--- src/rtl/parallel_to_serial.sv ---
// rtl/parallel_to_serial.sv - LSB-first serializer with valid/ready load and gapless back-to-back frames
// Optional feature macro: PARITY_EN (appends an even-parity bit after data bit N-1)

module parallel_to_serial #(
  parameter int N = 8
) (
  input  logic         clk,
  input  logic         reset,
  input  logic [N-1:0] data_in,
  input  logic         load,
  output logic         ready,
  output logic         data_out,
  output logic         busy,
  output logic         done_tick
);

`ifdef PARITY_EN
  localparam int FRAME = N + 1;
`else
  localparam int FRAME = N;
`endif
  localparam int CW = $clog2(FRAME);
  localparam logic [CW-1:0] LAST = CW'(FRAME - 1);

  typedef enum logic {
    IDLE,
    SHIFT
  } state_t;

  state_t         state;
  logic [CW-1:0]  cnt;
  logic [N-1:0]   shift_reg;
  logic           last_bit;
  logic           accept;
  logic           next_bit;

`ifdef PARITY_EN
  logic           parity_reg;
  localparam logic [CW-1:0] LAST_DATA = CW'(N - 1);

  // after the last data bit the parity bit is the next one on the line
  always_comb begin
    next_bit = shift_reg[0];
    if (cnt == LAST_DATA) begin
      next_bit = parity_reg;
    end
  end

  // capture even parity of the accepted word alongside the shift register
  always_ff @(posedge clk or posedge reset) begin
    if (reset) begin
      parity_reg <= 1'b0;
    end else if (accept) begin
      parity_reg <= ^data_in;
    end
  end
`else
  assign next_bit = shift_reg[0];
`endif

  // ready and done_tick coincide on the final bit so a new word can follow with no gap
  assign last_bit  = (state == SHIFT) && (cnt == LAST);
  assign ready     = (state == IDLE) || last_bit;
  assign done_tick = last_bit;
  assign accept    = load && ready;

  // frame FSM: loads a word, shifts it out one bit per clock, chains or returns to idle
  always_ff @(posedge clk or posedge reset) begin
    if (reset) begin
      state     <= IDLE;
      cnt       <= '0;
      shift_reg <= '0;
      data_out  <= 1'b0;
      busy      <= 1'b0;
    end else begin
      case (state)
        IDLE: begin
          if (load) begin
            state     <= SHIFT;
            busy      <= 1'b1;
            data_out  <= data_in[0];
            shift_reg <= data_in >> 1;
            cnt       <= '0;
          end else begin
            data_out  <= 1'b0;
            busy      <= 1'b0;
          end
        end
        SHIFT: begin
          if (cnt != LAST) begin
            data_out  <= next_bit;
            shift_reg <= shift_reg >> 1;
            cnt       <= cnt + CW'(1);
          end else if (load) begin
            busy      <= 1'b1;
            data_out  <= data_in[0];
            shift_reg <= data_in >> 1;
            cnt       <= '0;
          end else begin
            state     <= IDLE;
            busy      <= 1'b0;
            data_out  <= 1'b0;
            cnt       <= '0;
          end
        end
        default: begin
          state    <= IDLE;
          busy     <= 1'b0;
          data_out <= 1'b0;
          cnt      <= '0;
        end
      endcase
    end
  end

endmodule

--- config.mk ---
export PLATFORM = sky130hd
export DESIGN_NAME = parallel_to_serial
export DESIGN_NICKNAME = d
export VERILOG_FILES = /design/src/rtl/parallel_to_serial.sv
export SDC_FILE = /design/constraint.sdc
export NUM_CORES = 1
export LEC_CHECK = 0
export BUFFER_PORTS_ARGS = -buffer_cell sky130_fd_sc_hd__buf_2
export CORE_AREA = 2 2 39 41
export CTS_CLUSTER_DIAMETER = 150
export DETAILED_ROUTE_END_ITERATION = 8
export DIE_AREA = 0 0 41 43
export PLACE_DENSITY = 0.82
export SLEW_MARGIN = 10
export SYNTH_ARGS = -nofsm -noshare
export SYNTH_HDL_FRONTEND = slang
export SYNTH_SLANG_ARGS = --single-unit
--- constraint.sdc ---
create_clock -name clk -period 3 [get_ports clk]
set_input_delay 0.15 -clock clk [delete_from_list [all_inputs] [get_ports clk]]
set_output_delay 0.15 -clock clk [all_outputs]
set_load 0.005 [all_outputs]
== Yosys cells after proc, flatten, opt, wreduce, memory -nomap -nowiden ==
Cells that the tools add are included.
Widths: inputs -> output; s select.

* Add/sub/neg operators: 1
* Equal/unequal tests: 4
* Multiplexer cells: 14
* Bitwise gates (word level): 1
* Reduce and logical (&&, ||, !) cells: 2

{| class="wikitable"
|+ Operator list
! cell !! number
|-
| $mux 8 || 2
|-
| $pmux 8 s2 || 1
|-
| $mux 3 || 2
|-
| $pmux 1 s2 || 3
|-
| $pmux 3 s2 || 1
|-
| $mux 1 || 5
|-
| $ne 2x2->1 const B || 2
|-
| $add 3x1->3 const B || 1
|-
| $eq 3x3->1 const B || 1
|-
| $ne 3x3->1 const B || 1
|-
| $logic_and 1x1->1 || 1
|-
| $logic_or 1x1->1 || 1
|-
| $not 1->1 || 1
|}

* Bits in registers: 14
* Input bits: 11
* Output and inout bits: 4

== Logic depth before layout (Yosys ltp) ==
Gate-level depths: netlist of run 1.

* Depth after elaboration: 3
* Gate-level depth with buffers: 5

== Worst setup path before layout of run 1 ==
Ideal clock, no wire load.

* Kind: register -> register
* Start point: reg cnt[0]
* End point: reg shift_reg[0]
* Arrival: 1.378 ns
* Required time: 2.872 ns
* Setup slack: 1.494 ns
* Stages on the path, launching flop included: 6
* Period minus slack after synthesis: 1.506 ns
* Path through: dfrtp_1 -> ha_1 -> ha_1 -> nand2b_1 -> buf_2 -> mux2_1

* Word-level cells in the longest chain between the ends: 3

{| class="wikitable"
|+ Ends and longest elaborated chain
! element !! line !! RTL
|-
| start, declared || 31 || <nowiki>logic [CW-1:0] cnt;</nowiki>
|-
| start signal, assigned || 93 || <nowiki>cnt <= cnt + CW'(1);</nowiki>
|-
| $ne 3x3->1 || 90 || <nowiki>if (cnt != LAST) begin</nowiki>
|-
| $mux 8 || 90 ||
|-
| $pmux 8 s2 || 76 || <nowiki>case (state)</nowiki>
|-
| end signal, assigned || 82 || <nowiki>shift_reg <= data_in >> 1;</nowiki>
|-
| end signal, assigned || 92 || <nowiki>shift_reg <= shift_reg >> 1;</nowiki>
|-
| end signal, assigned || 97 || <nowiki>shift_reg <= data_in >> 1;</nowiki>
|-
| end, declared || 32 || <nowiki>logic [N-1:0] shift_reg;</nowiki>
|}

No other way between the ends.
A chain may end at the register's enable or synchronous reset.

== Worst setup path after layout of run 1 ==
Same ends and word-level chain as after synthesis.

==> impl_metrics.yaml, run 1 <==
status:
  status: "completed"
final_layout:
  nets: 82
  final-seq-area_um2: 350
  final_cells: 83
  fill_cells: 115
  n_antenna_cell: 0
  drive_gt1_share_pct: 46.3
  area_delta_synth_final_pct: 17.3
  multi_input_area_um2: 320
  largest_reg_flops: 8
synthesis:
  syn-num-nets: 64
  synthFlopType: "dfrtp_1"
  syn_avg_cell_area_um2: 13.9
  syn-cell-area_um2: 694
  synthCells: 50
  async_flop_share_pct: 100
  yosysSeqAreaShare_pct: 50.5
  synth-edff-count: 0
  yosysTopAreaCellShare_pct: 50.5
  synth_seq_cells: 14
  yosysMostFrequentCell: "dfrtp_1"
  synth_area_leader_cell: "dfrtp_1"
  yosys.cell_types.count: 18
  synth_area_leaders: "dfrtp_1, mux2_4, mux2_2, mux2_1, ha_1"
  synthTopCellsByCount: "dfrtp_1, mux2_4, mux2_2"
  yosysWarnings: 0
worst_setup_path:
  critPathKind: "register to register"
  start_kind: "register"
  ff2ff_setup_slack_ns: 1.26
  required_ns: 3.15
  endpoint_kind: "register"
  r2r-start: "cnt[0]"
  cp.arrival_ns: 1.90
  cp_max_fo: 10
  reg2reg_depth: 4
  timing.rr.end: "shift_reg[0]"
cts:
  clkLatencyLatePin_ns: 0.28
  htree_levels: 1
  clock-sinks: 14
  path_clk_slew_ns: 0.08
  root_buffer: "clkbuf_4"
  numCtsBuffers: 3
  cts_tree: "yes"
  cts_buffer_depth: 2
  post_cts_buffers: 0
floorplan:
  initial_utilization_pct: 50.2
  rows: 14
  coreArea_um2: 1380
  ios: 15
  die_y_um: 43
  die_w_um: 41
  fp.dieArea_um2: 1760
place:
  io_buffers: 14
  gp_congestion: 0.646
  dp.cells: 78
  place_hpwl_um: 753
drt:
  drt_pass1_iterations: 4
  wl_per_cell_um: 12.4
  post-route-drc-count: 0
  route.antenna.remaining_nets: 0
  drt-total-wl_um: 1030
  drt-initial-drc-count: 1
  vias: 427
  viasPerCell: 5.14
sta:
  finalHoldViolCount: 0
  final-setup-viol-count: 0
  clock_skew_ns: 0.00686
  clock.fmax_mhz: 575
  finalCriticalPeriod_ns: 1.74
  finalCritPeriodShare_pct: 58.0
  slew_headroom_pct: 64.0
  worst_pin_slew_ns: 0.540
  rsz0062_at_grt: "false"
  finalMaxSlewViolations: 0
  tns_ns: 0
global_routing:
  grt_first_pass_wirelength_um: 1750
  overflow: 0
  grt_pass1_vias: 422
  grt.total_usage_pct: 15.4
  grt_max_degree: 15
  antenna_found_initial: 0
pwr:
  pwr-share-seq_pct: 43.9
  pwr-share-clk_pct: 19.6
  swShare_pct: 29.4
  vdd_drop_max_mv: 0.449
  power.internal_mw: 0.476
  combPwrFrac_pct: 36.5
  power_density_nw_per_um2: 828
  switchingPower_mw: 0.199
  leakagePower_nw: 0.425
min_path:
  hold_class: "input pin to register"
  hold_start: "data_in[0]"
  hold_path_depth: 3
  hold-path-endpoint: "data_out"
flow_run:
  drv_cap: 0
==> critical path, stage by stage (launching register included) <==
cell and delay [ns]:
dfrtp_1 0.41, ha_1 0.23, ha_1 0.18, nand2b_1 0.38
mux2_1 0.43
==> area by class of cell <==
type                    count  share of cell area (%)
inverters                   2                   0.922
clock buffers               4                    4.45
multi-input cells          32                    39.3
well taps                  16                    2.46
flip-flops and latches     14                    43.0
repair buffers             15                    9.83
==> worst max-delay path by stage <==
stage	startpoint	endpoint	slack, ns
after floorplan	cnt[0]	shift_reg[0]	1.49
after global placement	cnt[0]	shift_reg[2]	1.31
after detailed placement	cnt[0]	shift_reg[0]	1.25
after CTS	cnt[0]	shift_reg[0]	1.24
after global routing	cnt[0]	shift_reg[2]	1.18
final	cnt[0]	shift_reg[0]	1.26
==> stage by stage <==
stage          cell area (um2)  worst slack, ns  total power [mW]  hold slack, ns  util [%]
6_report                   815             1.26             0.674           0.123      58.9
5_1_grt                    815             1.18             0.725           0.114      58.9
4_1_cts                    815             1.24             0.684           0.121      58.9
3_5_place_dp               768             1.25             0.551           0.202      55.5
3_3_place_gp               768             1.31             0.541           0.202      55.5
2_1_floorplan              694             1.49             0.491          0.0392         -
==> power by group through the flow <==
stage | Combinational [mW] | Sequential (mW) | Clock [mW]
after floorplan | 0.198 | 0.292 | 0
after global placement | 0.244 | 0.297 | 0
after detailed placement | 0.251 | 0.300 | 0
after CTS | 0.252 | 0.296 | 0.136
after global routing | 0.274 | 0.305 | 0.146
final | 0.246 | 0.296 | 0.132
==> per-layer routing <==
layer | track usage (%) | routed length, um
met1 | 15.9 | 424
met4 | 10.0 | 25
met5 | 0 | 0
met2 | 25.9 | 536
met3 | 3.14 | 44
==> cell families after synthesis <==
family / Yosys count / synth area share, %
fa+ha+maj: 3 / 5.41
mux: 16 / 29.0
simple gates: 10 / 8.83
compound gates: 3 / 2.88
buf+inv: 4 / 3.42
flops: 14 / 50.5
==> timing repair <==
| action | in CTS | in global routing |
|---|---|---|
| hold buffers | 1 | 0 |
| resized for setup | 0 | 0 |
| hold endpoints to repair | 14 | 0 |
==> layout by cell type (no fill, tap or decap), drive strengths merged <==
cell type	instances
a22o	1
and2	1
and3b	1
buf	14
clkbuf	4
dfrtp	14
dlygate4sd3	1
ha	3
inv	2
mux2	15
mux2i	1
nand2	2
nand2b	5
nor2	1
o21ai	1
o22ai	1
No activity file was read; power rests on OpenSTA's default activity.
==> inputs of run 2 (changes only) <==
CORE_AREA = not set   (was 2 2 39 41)
CORE_MARGIN = 2   (was not set)
CORE_UTILIZATION = 50   (was not set)
DIE_AREA = not set   (was 0 0 41 43)
PLACE_DENSITY = 0.79   (was 0.82)
clock period = 1.73 ns   (was 3 ns; I/O delays follow)
==> run 2 against run 1 <==
Final area down 0.92%. Global-route usage is 0.72 points higher. Wire length down 4.0%. Die area down 3.4%. Clock power grew 33%. First-iteration DRC count decreased by 100%. Sequential cell count unchanged. Core utilization up 3.2 points. Clock skew fell by 0.0063 ns. Critical path type unchanged.
==> impl_metrics.yaml, run 2 (synthesized netlist as in run 1, its figures left out) <==
floorplan:
  coreArea_um2: 1300
  rows: 13
  die_w_um: 41.3
  die_y_um: 41.3
  ios: 15
  fp.dieArea_um2: 1700
  initial_utilization_pct: 53.4
worst_setup_path:
  required_ns: 1.88
  cp_max_fo: 10
  endpoint_kind: "register"
  cp.arrival_ns: 1.73
  start_kind: "register"
  critPathKind: "register to register"
pwr:
  vdd_drop_max_mv: 0.588
  leakagePower_nw: 0.423
  power_density_nw_per_um2: 1410
  power_mw: 1.14
drt:
  top_layer_used: "met4"
  wl_met3_um: 27
  route.layer.met1.wl_um: 491
  viasPerCell: 4.91
  route.antenna.remaining_nets: 0
  drt-initial-drc-count: 0
  post-route-drc-count: 0
  drt-total-wl_um: 989
  vias: 403
  drt_pass1_iterations: 1
  wl_per_cell_um: 12.1
  route.met2.wl_um: 451
sta:
  rsz0062_at_grt: "false"
  slew_headroom_pct: 64.7
  finalHoldViolCount: 0
  finalCritPeriodShare_pct: 90.9
  finalMaxSlewViolations: 0
  worst_pin_slew_ns: 0.529
  clock.fmax_mhz: 636
  finalCriticalPeriod_ns: 1.57
  final-setup-viol-count: 0
  tns_ns: 0
  fin_ws_ns: 0.158
  clock_skew_ns: 0.000542
final_layout:
  fill_cells: 112
  area_delta_synth_final_pct: 16.2
  drive_gt1_share_pct: 46.3
  final-seq-area_um2: 350
  final_cells: 82
  multi_input_area_um2: 320
  n_antenna_cell: 0
  final_cell_mix: "dfrtp_1, buf_2, mux2_4, mux2_2"
  largest_reg_flops: 8
  nets: 83
place:
  gp_congestion: 0.631
  pre_cts_slack_ns: 0.161
  dp.cells: 78
  io_buffers: 14
  place_hpwl_um: 740
cts:
  cts_tree: "yes"
  numCtsBuffers: 3
  clock-sinks: 14
  root_buffer: "clkbuf_4"
  clkLatencyLatePin_ns: 0.27
  path_clk_slew_ns: 0.08
  cts_buffer_depth: 2
  htree_levels: 1
status:
  status: "completed"
global_routing:
  grt_first_pass_wirelength_um: 1700
  overflow: 0
  grt.total_usage_pct: 16.1
  grt_max_degree: 15
  grt_pass1_vias: 413
  antenna_found_initial: 0
flow_run:
  drv_cap: 0
min_path:
  hold_class: "input pin to register"
run 2: cell types whose count changed in the layout (fill, tap and decap cells not counted), sizes merged:
cell and delta:
buf +1, clkbuf -1
run 2: worst paths after layout:
check	from	to	slack, ns	cells after the start
worst max-delay path	cnt[0]	shift_reg[3]	0.16	5
worst min-delay path	data_in[0]	data_out	0.07	3
worst max register to register	cnt[0]	shift_reg[3]	0.16	5
worst min register to register	shift_reg[2]	shift_reg[1]	0.49	1
max in group asynchronous	reset	shift_reg[4]	0.99	3
min in group asynchronous	reset	shift_reg[7]	0.39	3
run 2: where the power goes:
part,leakage [nW],switching (mW),internal (mW)
clock,0.0138,0.0946,0.0804
combinational,0.233,0.179,0.268
sequential,0.177,0.0713,0.445
run 2: final cells by class:
class / count / area share, %
clock buffers: 3 / 2.79
inverters: 2 / 0.930
multi-input cells: 32 / 39.7
flip-flops and latches: 14 / 43.4
well taps: 15 / 2.33
repair buffers: 16 / 10.9
run 2: what timing repair did:
| item | CTS | global route |
|---|---|---|
| hold buffers | 1 | 0 |
| hold endpoints to repair | 14 | 0 |
| buffers inserted | 0 | 0 |
| gates resized for setup | 0 | 0 |
run 2: through the flow:
stage	hold slack [ns]	utilization, %	area (um2)
floorplan	-0.0243	-	694
global route	0.0794	62.0	807
finish	0.0681	62.0	807
detailed placement	0.158	59.5	774
global placement	0.149	59.5	774
CTS	0.0631	62.0	807
run 2: layer usage:
layer / vias to the layer above / track usage, %
li1: 206 / -
met1: 186 / 20.1
met2: 9 / 25.4
met3: 2 / 1.63
met4: 0 / 12.1
met5: - / 0
run 2: worst max-delay path, stage by stage (launching register included):
cell and delay [ns]:
dfrtp_1 0.41, ha_1 0.22, ha_1 0.18, nand2b_1 0.14, buf_4 0.19, mux2_1 0.32
==> inputs of run 3 (changes only) <==
ABC_AREA = 1   (was not set)
CORE_UTILIZATION = 51   (was 50)
PLACE_DENSITY = 0.8   (was 0.79)
==> run 3 against run 2 <==
Wire length is 32% higher. Worst hold slack worse by 0.041 ns. Global-route usage is 1.2 points higher. Sequential share of layout area is 2.1 points lower. Final area is 5.0% higher. Sequential power is 4.8% higher. Combinational power is 5.4% higher. Non-clock buffer count is 1 lower.
==> impl_metrics.yaml, run 3 <==
synthesis:
  syn_avg_cell_area_um2: 7.65
  yosysSeqAreaShare_pct: 47.7
  synth_area_leader_cell: "dfrtp_1"
  yosysWarnings: 0
  synthCells: 96
  yosysTopAreaCellShare_pct: 47.7
  syn-num-nets: 110
  yosysMostFrequentCell: "nand2_1"
  synthTopCellsByCount: "nand2_1, inv_1, dfrtp_1"
  synth-edff-count: 0
  synthFlopType: "dfrtp_1"
  yosys.cell_types.count: 11
  synth_seq_cells: 14
  synth_area_leaders: "dfrtp_1, nand2_1, inv_1, nand3_1, ha_1"
  syn-cell-area_um2: 734
  async_flop_share_pct: 100
floorplan:
  fp.dieArea_um2: 1760
  rows: 13
  die_y_um: 42.0
  die_w_um: 42.0
  coreArea_um2: 1320
  initial_utilization_pct: 55.7
  ios: 15
final_layout:
  area_delta_synth_final_pct: 15.3
  fill_cells: 119
  n_antenna_cell: 0
  largest_reg_flops: 8
  drive_gt1_share_pct: 19.5
  layout.cells.most_common: "nand2_1"
  final_cell_mix: "nand2_1, inv_1, dfrtp_1, buf_2, nand3_1"
  nets: 128
worst_setup_path:
  start_kind: "register"
  endpoint_kind: "output port"
  critPathKind: "register to output port"
  ff2ff_setup_slack_ns: 0.37
  cp_max_fo: 3
  required_ns: 1.64
  cp.arrival_ns: 1.40
place:
  pre_cts_slack_ns: 0.385
  io_buffers: 14
  gp_congestion: 0.719
  place_hpwl_um: 943
sta:
  rsz0062_at_grt: "false"
  tns_ns: 0
  fin_ws_ns: 0.247
  finalCritPeriodShare_pct: 85.7
  clock_skew_ns: 0.00399
  final-setup-viol-count: 0
  fin_hold_ws_ns: 0.0275
  finalCriticalPeriod_ns: 1.48
  finalMaxSlewViolations: 0
  slew_headroom_pct: 65.5
  clock.fmax_mhz: 674
  finalHoldViolCount: 0
  worst_pin_slew_ns: 0.517
min_path:
  hold_class: "input pin to register"
cts:
  root_buffer: "clkbuf_4"
  cts_resized: 0
  htree_levels: 1
  cts_buffer_depth: 2
  cts_tree: "yes"
  path_clk_slew_ns: 0.09
  clkLatencyLatePin_ns: 0.28
  clock-sinks: 14
  numCtsBuffers: 3
pwr:
  vdd_drop_max_mv: 0.712
  power_density_nw_per_um2: 1480
  leakagePower_nw: 0.529
drt:
  drt_pass1_iterations: 4
  drt-initial-drc-count: 12
  viasPerCell: 4.61
  route.antenna.remaining_nets: 0
  post-route-drc-count: 0
  wl_per_cell_um: 10.2
  vias: 590
  drt-total-wl_um: 1300
global_routing:
  grt.total_usage_pct: 17.3
  grt_first_pass_wirelength_um: 2250
  overflow: 0
  grt_max_degree: 15
  grt_pass1_vias: 521
  antenna_found_initial: 0
status:
  status: "completed"
flow_run:
  drv_cap: 0
## run 3: cell count changes after synthesis, moves of 2 or more
cell / previous run / this run
mux2_2: 5 / 0
mux2_4: 6 / 0
nand2_4: 0 / 2
nand2_1: 2 / 41
nand2b_1: 4 / 0
inv_1: 2 / 20
mux2_1: 4 / 0
nand3_1: 0 / 9
## run 3: area by class of cell
cell class	instances	area [um2]	share of cell area, %
tap	15	18.8	2.22
sequential	14	350	41.4
clock buffer	4	36.3	4.28
inverter	21	78.8	9.31
multi-input combinational	59	283	33.4
timing repair buffer	15	80.1	9.45
## run 3: critical path, cell delays in order, from the launching register on
cell	delay, ns
dfrtp_1	0.41
ha_1	0.23
ha_1	0.25
nand2_1	0.08
inv_1	0.04
buf_2	0.11
## run 3: final timing paths
kind / endpoint / depth (start not counted) / startpoint
worst max-delay path: done_tick / 5 / cnt[0]
worst min-delay path: data_out / 3 / data_in[0]
worst max register to register: shift_reg[0] / 6 / cnt[0]
worst min register to register: shift_reg[4] / 2 / shift_reg[5]
max in group asynchronous: shift_reg[0] / 3 / reset
min in group asynchronous: state / 3 / reset
## run 3: cell families after synthesis
family,count (synthesis),share of synthesized area (%)
adder cells (fa/ha/maj),3,5.11
buffers and inverters,23,13.8
AO/OA/AOI/OAI,1,0.681
flip-flops,14,47.7
AND/OR/NAND/NOR,55,32.7
## run 3: what timing repair did
action                    in CTS  in global routing
buffers inserted               0                  0
hold endpoints to repair      14                  0
hold buffers                   1                  0
## run 3: metrics by stage
step                instances  area (um2)  utilization [%]  total power [mW]
floorplan                  96         734                -             0.898
global placement          123         801             60.8             0.992
detailed placement        123         801             60.8              1.02
CTS                       128         847             64.3              1.26
global route              128         847             64.3              1.36
finish                    128         847             64.3              1.25
## run 3: report_power, final
part	total [mW]	internal (mW)	switching [mW]
Clock	0.238	0.128	0.110
Sequential	0.541	0.456	0.0845
Combinational	0.472	0.194	0.277
## run 3: routing by layer
metal	up-vias	share of wire [%]	GRT usage, %
met2	18	48	26.9
met4	0	3.0	11.6
met5	-	0	0
met1	252	44	22.0
met3	8	5.1	2.61
li1	312	-	-
